===== config.mk =====
export PLATFORM = sky130hd
export DESIGN_NAME = a_verif_cmd_master
export DESIGN_NICKNAME = d
export VERILOG_FILES = /design/src/rtl/a_verif_cmd_pkg.sv /design/src/rtl/a_verif_rsp_reg.sv /design/src/rtl/a_verif_cmd_master.sv
export SDC_FILE = /design/constraint.sdc
export NUM_CORES = 1
export LEC_CHECK = 0
export CAP_MARGIN = 20
export CORE_UTILIZATION = 39
export CTS_CLUSTER_SIZE = 40
export DETAILED_ROUTE_END_ITERATION = 16
export PLACE_DENSITY = 0.77
export SYNTH_ARGS = -nofsm -noshare
export SYNTH_HDL_FRONTEND = slang
export SYNTH_SLANG_ARGS = --single-unit
export TNS_END_PERCENT = 10

===== constraint.sdc =====
create_clock -name clk_ref -period 2.83 [get_ports clk_ref]
set_input_delay 0.283 -clock clk_ref [delete_from_list [all_inputs] [get_ports clk_ref]]
set_output_delay 0.283 -clock clk_ref [all_outputs]
set_load 0.005 [all_outputs]

===== src/rtl/a_verif_cmd_pkg.sv =====
// Shared definitions for the emulation control-verification command master.
// Holds the opcode encodings, where the header fields sit in a host word,
// the fill word returned for a missing readback, and the FSM state encoding.
package a_verif_cmd_pkg;

  localparam logic [1:0] OP_NOP   = 2'b00;
  localparam logic [1:0] OP_WRITE = 2'b01;
  localparam logic [1:0] OP_READ  = 2'b10;
  localparam logic [1:0] OP_RSVD  = 2'b11;

  localparam int HDR_OP_MSB  = 15;
  localparam int HDR_OP_LSB  = 14;
  localparam int HDR_IDX_MSB = 7;
  localparam int HDR_IDX_LSB = 0;

  localparam logic [15:0] RSP_DEAD = 16'hDEAD;

  typedef enum logic [3:0] {
    ST_IDLE,
    ST_GET_LO,
    ST_GET_HI,
    ST_ARM,
    ST_WR_LO,
    ST_WR_HI,
    ST_RD_WAIT0,
    ST_RSP0,
    ST_RD_WAIT1,
    ST_RSP1
  } state_e;

endpackage


===== src/rtl/a_verif_rsp_reg.sv =====
// One-deep response holding register toward the host response path.
// Ports:
//   clk_ref, rst_n  - reference clock, asynchronous active-low reset
//   load, load_data - write a new word (caller only loads when not occupied)
//   rsp_busy_i      - host path full; word is held while high
//   rsp_valid_o     - word present
//   rsp_data_o      - held word
//   occupied        - register full (drives the slaves' busy input)
module a_verif_rsp_reg (
  input  logic        clk_ref,
  input  logic        rst_n,
  input  logic        load,
  input  logic [15:0] load_data,
  input  logic        rsp_busy_i,
  output logic        rsp_valid_o,
  output logic [15:0] rsp_data_o,
  output logic        occupied
);

  always_ff @(posedge clk_ref or negedge rst_n) begin
    if (!rst_n) begin
      rsp_valid_o <= 1'b0;
      rsp_data_o  <= 16'h0000;
    end else if (load) begin
      rsp_valid_o <= 1'b1;
      rsp_data_o  <= load_data;
    end else if (rsp_valid_o && !rsp_busy_i) begin
      rsp_valid_o <= 1'b0;
    end
  end

  assign occupied = rsp_valid_o;

endmodule


===== src/rtl/a_verif_cmd_master.sv =====
// Command initiator for the control-verification bus.
// Decodes host header words (NOP / WRITE / READ), drives the registered
// select / r_w / dv / data strobes toward the slave bank, and returns the two
// readback words of a READ through a one-deep response register.
// Ports:
//   clk_ref, rst_n                 - reference clock, async active-low reset
//   cmd_valid_i/cmd_data_i/cmd_ready_o - host command word handshake
//   rsp_valid_o/rsp_data_o/rsp_busy_i  - host response word, held while busy
//   select_module_o, r_w_o, dv_o, data_o - slave bus strobes (registered)
//   busy_o                         - response register occupied
//   rd_dv_i, rd_data_i             - per-slave readback pulse and data
//   err_o                          - sticky error, cleared only by reset
import a_verif_cmd_pkg::*;

module a_verif_cmd_master #(
  parameter int N_MOD   = 8,
  parameter int TIMEOUT = 255
) (
  input  logic                  clk_ref,
  input  logic                  rst_n,
  input  logic                  cmd_valid_i,
  input  logic [15:0]           cmd_data_i,
  output logic                  cmd_ready_o,
  output logic                  rsp_valid_o,
  output logic [15:0]           rsp_data_o,
  input  logic                  rsp_busy_i,
  output logic [N_MOD-1:0]      select_module_o,
  output logic                  r_w_o,
  output logic                  dv_o,
  output logic [15:0]           data_o,
  output logic                  busy_o,
  input  logic [N_MOD-1:0]      rd_dv_i,
  input  logic [16*N_MOD-1:0]   rd_data_i,
  output logic                  err_o
);

  localparam int IDX_W = (N_MOD > 1) ? $clog2(N_MOD) : 1;
  localparam int CNT_W = ($clog2(TIMEOUT + 1) > 8) ? $clog2(TIMEOUT + 1) : 8;

  state_e             state_q, state_d;
  logic [IDX_W-1:0]   idx_q, idx_d;
  logic [CNT_W-1:0]   cnt_q;
  logic               dead_q;
  logic [15:0]        wr_lo_q, wr_hi_q;
  logic               ready_q, err_q;

  logic [1:0]         hdr_op;
  logic [7:0]         hdr_idx;
  logic               hdr_bad_idx, cmd_fire, sel_dv, timed_out;
  logic [15:0]        sel_data;
  logic               err_set, cnt_clr, dead_set, dead_clr, lo_load, hi_load;
  logic               rsp_load, rsp_occ;
  logic [15:0]        rsp_load_data;

  logic [N_MOD-1:0]   sel_d;
  logic               rw_d, dv_d, ready_d;
  logic [15:0]        data_d;
  logic               unused_hdr;

  assign hdr_op      = cmd_data_i[HDR_OP_MSB:HDR_OP_LSB];
  assign hdr_idx     = cmd_data_i[HDR_IDX_MSB:HDR_IDX_LSB];
  assign unused_hdr  = ^cmd_data_i[13:8];
  assign hdr_bad_idx = (int'(hdr_idx) >= N_MOD);
  assign cmd_fire    = cmd_valid_i && ready_q;
  assign sel_dv      = rd_dv_i[idx_q];
  assign sel_data    = rd_data_i[{idx_q, 4'b0000} +: 16];
  // Once the first readback word timed out the second one is not waited for.
  assign timed_out   = dead_q || (cnt_q == CNT_W'(TIMEOUT));

  always_comb begin
    state_d       = state_q;
    idx_d         = idx_q;
    err_set       = 1'b0;
    cnt_clr       = 1'b0;
    dead_set      = 1'b0;
    dead_clr      = 1'b0;
    lo_load       = 1'b0;
    hi_load       = 1'b0;
    rsp_load      = 1'b0;
    rsp_load_data = 16'h0000;
    case (state_q)
      ST_IDLE: begin
        if (cmd_fire) begin
          case (hdr_op)
            OP_WRITE, OP_READ: begin
              if (hdr_bad_idx) begin
                err_set = 1'b1;
              end else begin
                idx_d = hdr_idx[IDX_W-1:0];
                if (hdr_op == OP_WRITE) begin
                  state_d = ST_GET_LO;
                end else begin
                  state_d  = ST_RD_WAIT0;
                  cnt_clr  = 1'b1;
                  dead_clr = 1'b1;
                end
              end
            end
            OP_RSVD: err_set = 1'b1;
            default: ;
          endcase
        end
      end
      ST_GET_LO: if (cmd_fire) begin lo_load = 1'b1; state_d = ST_GET_HI; end
      ST_GET_HI: if (cmd_fire) begin hi_load = 1'b1; state_d = ST_ARM; end
      ST_ARM:    state_d = ST_WR_LO;
      ST_WR_LO:  state_d = ST_WR_HI;
      ST_WR_HI:  state_d = ST_IDLE;
      ST_RD_WAIT0, ST_RD_WAIT1: begin
        if (!rsp_occ) begin
          if (!dead_q && sel_dv) begin
            rsp_load      = 1'b1;
            rsp_load_data = sel_data;
            state_d       = (state_q == ST_RD_WAIT0) ? ST_RSP0 : ST_RSP1;
          end else if (timed_out) begin
            err_set       = 1'b1;
            dead_set      = 1'b1;
            rsp_load      = 1'b1;
            rsp_load_data = RSP_DEAD;
            state_d       = (state_q == ST_RD_WAIT0) ? ST_RSP0 : ST_RSP1;
          end
        end
      end
      // Leave as the held word retires so the slave sees busy_o fall together
      // with the master being ready for the next word.
      ST_RSP0: if (!rsp_occ || !rsp_busy_i) begin state_d = ST_RD_WAIT1; cnt_clr = 1'b1; end
      ST_RSP1: if (!rsp_occ || !rsp_busy_i) state_d = ST_IDLE;
      default: state_d = ST_IDLE;
    endcase
  end

  // Bus strobes are decoded from the next state and registered.
  always_comb begin
    sel_d = '0;
    if (state_d inside {ST_ARM, ST_WR_LO, ST_WR_HI, ST_RD_WAIT0, ST_RSP0, ST_RD_WAIT1})
      sel_d[idx_d] = 1'b1;
    rw_d    = state_d inside {ST_ARM, ST_WR_LO, ST_WR_HI};
    dv_d    = state_d inside {ST_WR_LO, ST_WR_HI};
    ready_d = state_d inside {ST_IDLE, ST_GET_LO, ST_GET_HI};
    data_d  = 16'h0000;
    if (state_d == ST_WR_LO) data_d = wr_lo_q;
    if (state_d == ST_WR_HI) data_d = wr_hi_q;
  end

  always_ff @(posedge clk_ref or negedge rst_n) begin
    if (!rst_n) begin
      state_q         <= ST_IDLE;
      idx_q           <= '0;
      cnt_q           <= '0;
      dead_q          <= 1'b0;
      err_q           <= 1'b0;
      ready_q         <= 1'b0;
      select_module_o <= '0;
      r_w_o           <= 1'b0;
      dv_o            <= 1'b0;
      data_o          <= 16'h0000;
    end else begin
      state_q         <= state_d;
      idx_q           <= idx_d;
      ready_q         <= ready_d;
      select_module_o <= sel_d;
      r_w_o           <= rw_d;
      dv_o            <= dv_d;
      data_o          <= data_d;
      if (err_set) err_q <= 1'b1;
      if (dead_clr) dead_q <= 1'b0;
      else if (dead_set) dead_q <= 1'b1;
      if (cnt_clr) cnt_q <= '0;
      else if ((state_q == ST_RD_WAIT0 || state_q == ST_RD_WAIT1) && cnt_q != CNT_W'(TIMEOUT))
        cnt_q <= cnt_q + 1'b1;
    end
  end

  always_ff @(posedge clk_ref) begin
    if (lo_load) wr_lo_q <= cmd_data_i;
    if (hi_load) wr_hi_q <= cmd_data_i;
  end

  a_verif_rsp_reg u_rsp_reg (
    .clk_ref     (clk_ref),
    .rst_n       (rst_n),
    .load        (rsp_load),
    .load_data   (rsp_load_data),
    .rsp_busy_i  (rsp_busy_i),
    .rsp_valid_o (rsp_valid_o),
    .rsp_data_o  (rsp_data_o),
    .occupied    (rsp_occ)
  );

  assign cmd_ready_o = ready_q;
  assign busy_o      = rsp_occ;
  assign err_o       = err_q;

endmodule


# ---- After elaboration in Yosys (flattened, before gate mapping)
# Index checks and enable logic that the tools add are counted.
dict set report op_classes {
  reduce_logical 22
  magnitude_cmp 4
  muxes 55
  n_addsub 1
  eq_ne 21
  shift 1
}
# cell n
set ops {}
lappend ops {{variable part select 128 x 8 -> 16 bit} 1}
lappend ops {{2-to-1 mux 16 bit} 6}
lappend ops {{2-to-1 mux 4 bit} 11}
lappend ops {{case mux 4 bit (8 select lines)} 1}
lappend ops {{equality test 4 x 3 -> 1 bit, second input constant} 7}
lappend ops {{2-to-1 mux 1 bit} 24}
lappend ops {{2-to-1 mux 8 bit} 3}
lappend ops {{equality test 4 x 2 -> 1 bit, second input constant} 4}
lappend ops {{2-to-1 mux 3 bit} 5}
lappend ops {{equality test 4 bit, second input constant} 3}
lappend ops {{adder 8 x 1 -> 8 bit, second input constant} 1}
lappend ops {{equality test 4 x 1 -> 1 bit, second input constant} 2}
lappend ops {{equality test 8 bit, second input constant} 1}
lappend ops {{>= comparator 8 x 4 -> 1 bit, second input constant} 1}
lappend ops {{zero test 4 bit} 2}
lappend ops {{< comparator 3 x 4 -> 1 bit, second input constant} 2}
lappend ops {{!= test 8 bit, second input constant} 1}
lappend ops {{nonzero test 2 bit} 4}
lappend ops {{case mux 1 bit (2 select lines)} 3}
lappend ops {{nonzero test 3 bit} 2}
lappend ops {{nonzero test 6 bit} 1}
lappend ops {{logical AND 1 bit} 5}
lappend ops {{equality test 2 bit, second input constant} 2}
lappend ops {{OR reduction 2 bit} 2}
lappend ops {{6 further kinds} 10}
dict set report word_totals {
  output_inout_bits 46
  wordCells 118
  in_bits 156
  regBits 93
}

# ---- Longest topological paths before layout
dict set report logic_depth {
  ltp_word 10
  mapped_depth 9
}

# ---- Hierarchy
# A second synthesis with hierarchy kept.
dict set report hier_totals {
  cells_unflattened 344
  hier_area_um2 4820.9
}
# mod seq_area_each_um2 cells_per_inst area_per_inst_um2 n_inst
set by_module_without_submodules {}
lappend by_module_without_submodules {a_verif_cmd_master 2062.0 307 4134.0 1}
lappend by_module_without_submodules {a_verif_rsp_reg 425.4 37 686.9 1}

# ---- Least setup slack after synthesis
# Ideal clock, no wire load.
dict set report synth_timing {
  path_kind {reg-to-reg}
  startpoint {register state_q[0]}
  endpoint {register wr_lo_q[0] (enable)}
  setup_ps 430
  n_path_buf 2
  stages_incl_launch_ff 5
  required_time_ps 2400
  arrival_time_ps 2535
  synth_period_minus_slack_ps 2965
  path_slack_ps -135
  path_cell_list {dfrtp_1 > clkbuf_1 > clkbuf_1 > nand3_1 > nor4_1}
}
dict set report synth_via {
  elab_chain_cells 2
}
# item line
set synth_rtl {}
lappend synth_rtl {{start, declared} a_verif_cmd_master.sv:40} ;# state_e state_q, state_d;
lappend synth_rtl {{start signal, assigned} a_verif_cmd_master.sv:158} ;# state_q <= state_d;
lappend synth_rtl {{equality test 4 x 1 -> 1 bit} a_verif_cmd_master.sv:81} ;# case (state_q)
lappend synth_rtl {{2-to-1 mux 1 bit} a_verif_cmd_master.sv:81}
lappend synth_rtl {{named net lo_load} a_verif_cmd_master.sv:51} ;# logic err_set, cnt_clr, dead_set, dead_clr, lo_load, hi_load;
lappend synth_rtl {{end signal, assigned} a_verif_cmd_master.sv:175} ;# if (lo_load) wr_lo_q <= cmd_data_i;
lappend synth_rtl {{end, declared} a_verif_cmd_master.sv:44} ;# logic [15:0] wr_lo_q, wr_hi_q;
# The timed path passes the listed nets, and every way through them passes these cells.
# A chain may end at the register's enable or synchronous reset.

# ---- Worst setup path in the final report
dict set report layout_timing {
  startpoint {input port cmd_data_i[15]}
  endpoint {register select_module_o[7]}
}
dict set report layout_via {
  elab_chain_cells 10
  elab_cells_between_ends 24
  cone_classes {2 x order compare; 8 x eq/ne; 11 x mux; 3 x reduce/logical}
}
# item line
set layout_rtl {}
lappend layout_rtl {{start, declared} a_verif_cmd_master.sv:22} ;# input logic [15:0] cmd_data_i,
lappend layout_rtl {{equality test 2 x 1 -> 1 bit or equality test 2 bit (tied branches)} a_verif_cmd_master.sv:84} ;# case (hdr_op)
lappend layout_rtl {{OR reduction 2 bit *} a_verif_cmd_master.sv:84}
lappend layout_rtl {{2-to-1 mux 3 bit *} a_verif_cmd_master.sv:84}
lappend layout_rtl {{2-to-1 mux 3 bit *} a_verif_cmd_master.sv:83} ;# if (cmd_fire) begin
lappend layout_rtl {{2-to-1 mux 3 bit *} a_verif_cmd_master.sv:81}
lappend layout_rtl {{named net idx_d[1]} a_verif_cmd_master.sv:41} ;# logic [IDX_W-1:0] idx_q, idx_d;
lappend layout_rtl {{< comparator 3 x 4 -> 1 bit (not written as such) or >= comparator 3 x 1 -> 1 bit (tied branches)} a_verif_cmd_master.sv:136} ;# sel_d[idx_d] = 1'b1;
lappend layout_rtl {{logical AND 1 bit (not written as such)} a_verif_cmd_master.sv:136}
lappend layout_rtl {{2-to-1 mux 1 bit (not written as such)} a_verif_cmd_master.sv:136}
lappend layout_rtl {{demux 1 bit (select 3 bit) *} a_verif_cmd_master.sv:136}
lappend layout_rtl {{2-to-1 mux 8 bit *} a_verif_cmd_master.sv:135} ;# if (state_d inside {ST_ARM, ST_WR_LO, ST_WR_HI, ST_RD_WAIT0, ST_RSP0, ST_RD_WAIT1})
lappend layout_rtl {{named net sel_d[7]} a_verif_cmd_master.sv:55} ;# logic [N_MOD-1:0] sel_d;
lappend layout_rtl {{end signal, assigned} a_verif_cmd_master.sv:161} ;# select_module_o <= sel_d;
lappend layout_rtl {{end, declared} a_verif_cmd_master.sv:27} ;# output logic [N_MOD-1:0] select_module_o,
# Mark *: on every way through the listed nets, which the timed path passes. The rest lies on a longest branch.

==> impl_summary.md <==
Clock tree
The number of resized instances in the post-cts repair step is 0. The buffer count from post-CTS setup fixing is 0. The tree built by TritonCTS fans out to between 90 and 100 sinks. The total of hold buffers inserted after clock tree synthesis is 0. TritonCTS built the clock tree. After clock tree synthesis, the clock-pin slew on the worst setup and hold paths is around 0.070 ns.

The maximum clock path buffer count is 2. The number of clock buffers added by TritonCTS is 9. The library cell used as clock root buffer is sky130_fd_sc_hd__clkbuf_16. The clock latency on the worst-skew pair is 0.34 ns.

The number of levels the H-tree was split into is 3.

Timing
Setup violations remaining at the end of the flow were counted as 0. The number of pins exceeding their max-slew limit in the final report is 0. The transition time at the pin with the least slew margin is 0.751 ns. Setup repair after global routing left no endpoint under its margin.

The shortest clock period the worst path allows after layout is between 2 and 3 ns. The worst slew margin relative to its limit is 0.499. The post-route worst setup slack is 0.262 ns. Dividing the final minimum period by the clock period gives 0.907. The final-report hold violation count was 0. Clock skew on the completed layout was measured at about 0.0054 ns. For this run, the top clock speed supported by timing is between 300 and 400 MHz.

Place
The congestion estimate from routability-driven global placement came to between 0.8 and 0.9. The count of buffers added on input and output ports is 201. At the placement stage, the worst setup path has a slack of -0.0576 ns.

The post-DP HPWL is around 11000 µm.

Worst setup path
Data on the critical path is required at its endpoint by around 3.1 ns. In this run the critical register-to-register path is captured at select_module_o[7]. The type of origin of the critical path is an input port.

The arrival time of data at the critical path endpoint is 2.82 ns. The number of buffer and inverter stages on the critical path is 3. The signal on the critical path passes through clkdlybuf4s50_1, inv_1, ha_1, or3b_2, or4_4, mux2i_4, inv_2, o211ai_1, a21oi_1. The category of the critical setup timing path is in2reg.

Grouping stages by cell kind, the critical path spends the most delay in simple AND/OR/NAND/NOR gates. The reg2reg setup slack is about 0.42 ns. The library cell contributing the largest single delay on the critical path is sky130_fd_sc_hd__or3b_2. In this design, the stage delay of the slowest critical-path cell is around 0.50 ns. The worst-case reg-to-reg path depth is 5.

The critical path depth in cells is 9. The launch point of the worst reg-to-reg path is state_q[1]. Along the worst path, the maximum fanout reaches 5. STA classifies the critical path endpoint as a register.

Floorplanning
The starting density of the core is 0.403. The die span in x is 114 µm. The floorplan step defined a core boundary enclosing 12100 µm².

The floorplan step defined a die boundary enclosing 13000 µm². The die height is between 100 and 150 µm. The floorplan has 40 rows. 202 I/O pins were placed.

Synthesis
The fraction of the yosys area taken by sequential cells is 0.510. The cell area after technology mapping is 4880 µm². Synthesis produced a netlist whose cell count is between 300 and 400. The number of warning messages in the yosys log is 0. The count of different cell masters after synthesis is 55. The share of synthesized area in the top cell type comes to 0.313. The total of flip-flops plus latches after synthesis is 93. The average instance area after synthesis is about 13 µm². After synthesis, the cell types taking the most area are sky130_fd_sc_hd__dfrtp_1 31%, sky130_fd_sc_hd__edfxtp_1 20%, sky130_fd_sc_hd__mux4_2 15%, sky130_fd_sc_hd__mux2i_1 5.1%, sky130_fd_sc_hd__a22o_1 2.9%. The number of nets produced by synthesis is approximately 530. sky130_fd_sc_hd__dfrtp_1 takes more of the synthesized area than any other cell.

Cells and area
The fraction of final layout cells with drive strength greater than 1 is 0.136. The end-of-flow core utilization is 0.611. For this run, the post-layout net count is between 700 and 800. The area growth from synthesis to final layout is 51.7%. The top cell types in the final layout, fill and taps aside, are 200 x sky130_fd_sc_hd__clkdlybuf4s50_1, 60 x sky130_fd_sc_hd__dfrtp_1, 32 x sky130_fd_sc_hd__nand2_1, 32 x sky130_fd_sc_hd__mux4_2, 32 x sky130_fd_sc_hd__edfxtp_1. The leading cell type in the layout, fill and taps excluded is sky130_fd_sc_hd__clkdlybuf4s50_1.

Drt
Dividing the detail-routed wire length by the instance count gives roughly 18 µm. The via density per instance is about 5.3. The first routing iteration left 215 violations.

For this run, the detailed router's first-pass iteration total came to 4. After detailed routing, the number of remaining DRC violations is 0. Across all layers, the routed design uses a little under 4000 vias. After detailed routing, the total wire length is between 10000 and 15000 µm. The detail route stage leaves a number of antenna-violating nets equal to 0.

Power
The sum of internal, switching and leakage power is ~5000 µW. In this run the static leakage power is roughly 0.0027 µW. The power density over the cells is around 680 nW/µm².

The worst supply voltage drop on vdd is around 410 µV.

Outcome
The run finished with clean final reports.

Min path
The path class of the tightest hold or removal check is in2async.

GRT
Entering global routing, the biggest net connects 34 pins. The number of antenna violations at the first check in global routing is 2. The number of global-route vias before repair is about 4300. The aggregate global routing overflow is 0. In the global route stage, overall resource usage came out at 0.223. The global-route wire length before repair is 21600 µm.

Job
The number of max-cap violations is 0.
[cells by family after synthesis]
| group | after synthesis | synth area share |
|---|---|---|
| adders and majority gates | 4 | 0.0103 |
| xor gates and xnor gates | 5 | 0.00897 |
| and+or+nand+nor | 101 | 0.113 |
| AOI/OAI and AO/OA | 61 | 0.0954 |
| buffers and inverters | 33 | 0.0295 |
| muxes | 71 | 0.234 |
| DFF | 93 | 0.510 |
[routing by layer]
metal / up-vias / global-route usage / part of all wire
li1: 1818 / - / -
met1: 1942 / 0.224 / 0.35
met2: 164 / 0.427 / 0.55
met3: 31 / 0.0452 / 0.061
met4: 0 / 0.124 / 0.038
met5: - / 0 / 0
[flip-flops by register name (all words and copies together) (netlist names)]
| register | cells |
|---|---|
| cmd_ready_o | 1 |
| cnt_q | 8 |
| data_o | 16 |
| dead_q | 1 |
| dv_o | 1 |
| err_o | 1 |
| idx_q | 3 |
| r_w_o | 1 |
| select_module_o | 8 |
| state_q | 4 |
| u_rsp_reg.occupied | 1 |
| u_rsp_reg.rsp_data_o | 16 |
| wr_hi_q | 16 |
| wr_lo_q | 16 |
[power by group]
| group | total, µW | switching [µW] | internal [µW] |
|---|---|---|---|
| clock | 1100 | 506 | 594 |
| sequential | 2000 | 273 | 1730 |
| combinational | 1910 | 833 | 1080 |
[per-stage QoR]
step / hold WS [ns] / area [µm²] / TNS [ns] / cells
6_report: 0.00262 / 7400 / 0 / 744
4_1_cts: 0.0236 / 7400 / 0 / 742
2_1_floorplan: -0.0126 / 4890 / 0 / 368
3_5_place_dp: 0.384 / 7130 / -0.0608 / 726
3_3_place_gp: 0.376 / 7130 / 0 / 726
5_1_grt: 0.0650 / 7400 / 0 / 744
[synthesized netlist by cell type (all sizes together)]
cell and instances:
dfrtp 61, edfxtp 32, mux4 32, nand2 32, mux2i 26, a22o 16
clkbuf 14, a21oi 13, buf 13, mux2 13, nor2 13, o211ai 12
nand3 10, nand4 8, nand2b 7, nor2b 7, inv 6, o21ai 5
xor2 5, ha 4, nor4 4, o2bb2ai 4, nor3 3, or2 3
or4 3, a21o 2, and2 2, nand3b 2, or3b 2, a211oi 1
a21boi 1, a221oi 1, a22oi 1, a31oi 1, a41oi 1, and2b 1
and4 1, nand4bb 1, o311a 1, o31a 1, o31ai 1, or3 1
or4b 1
[area by class of cell]
cell class | count | area (µm²)
diodes | 2 | 5.00
clock buffers | 10 | 229
clock inverters | 6 | 41.3
fillers | 998 | 4710
inverters | 6 | 22.5
multi-input cells | 242 | 2270
flip-flops and latches | 93 | 2490
well taps | 168 | 210
repair buffers | 217 | 2140
[worst max path at each step]
| stage | from | end |
|---|---|---|
| final | cmd_data_i[15] | select_module_o[7] |
| after global routing | cmd_data_i[15] | select_module_o[7] |
| after CTS | cmd_data_i[15] | select_module_o[7] |
| after detailed placement | cmd_data_i[15] | select_module_o[7] |
| after global placement | cmd_data_i[15] | select_module_o[7] |
| after floorplan | state_q[0] | wr_lo_q[0] |
(Power assumes the default switching activity.)
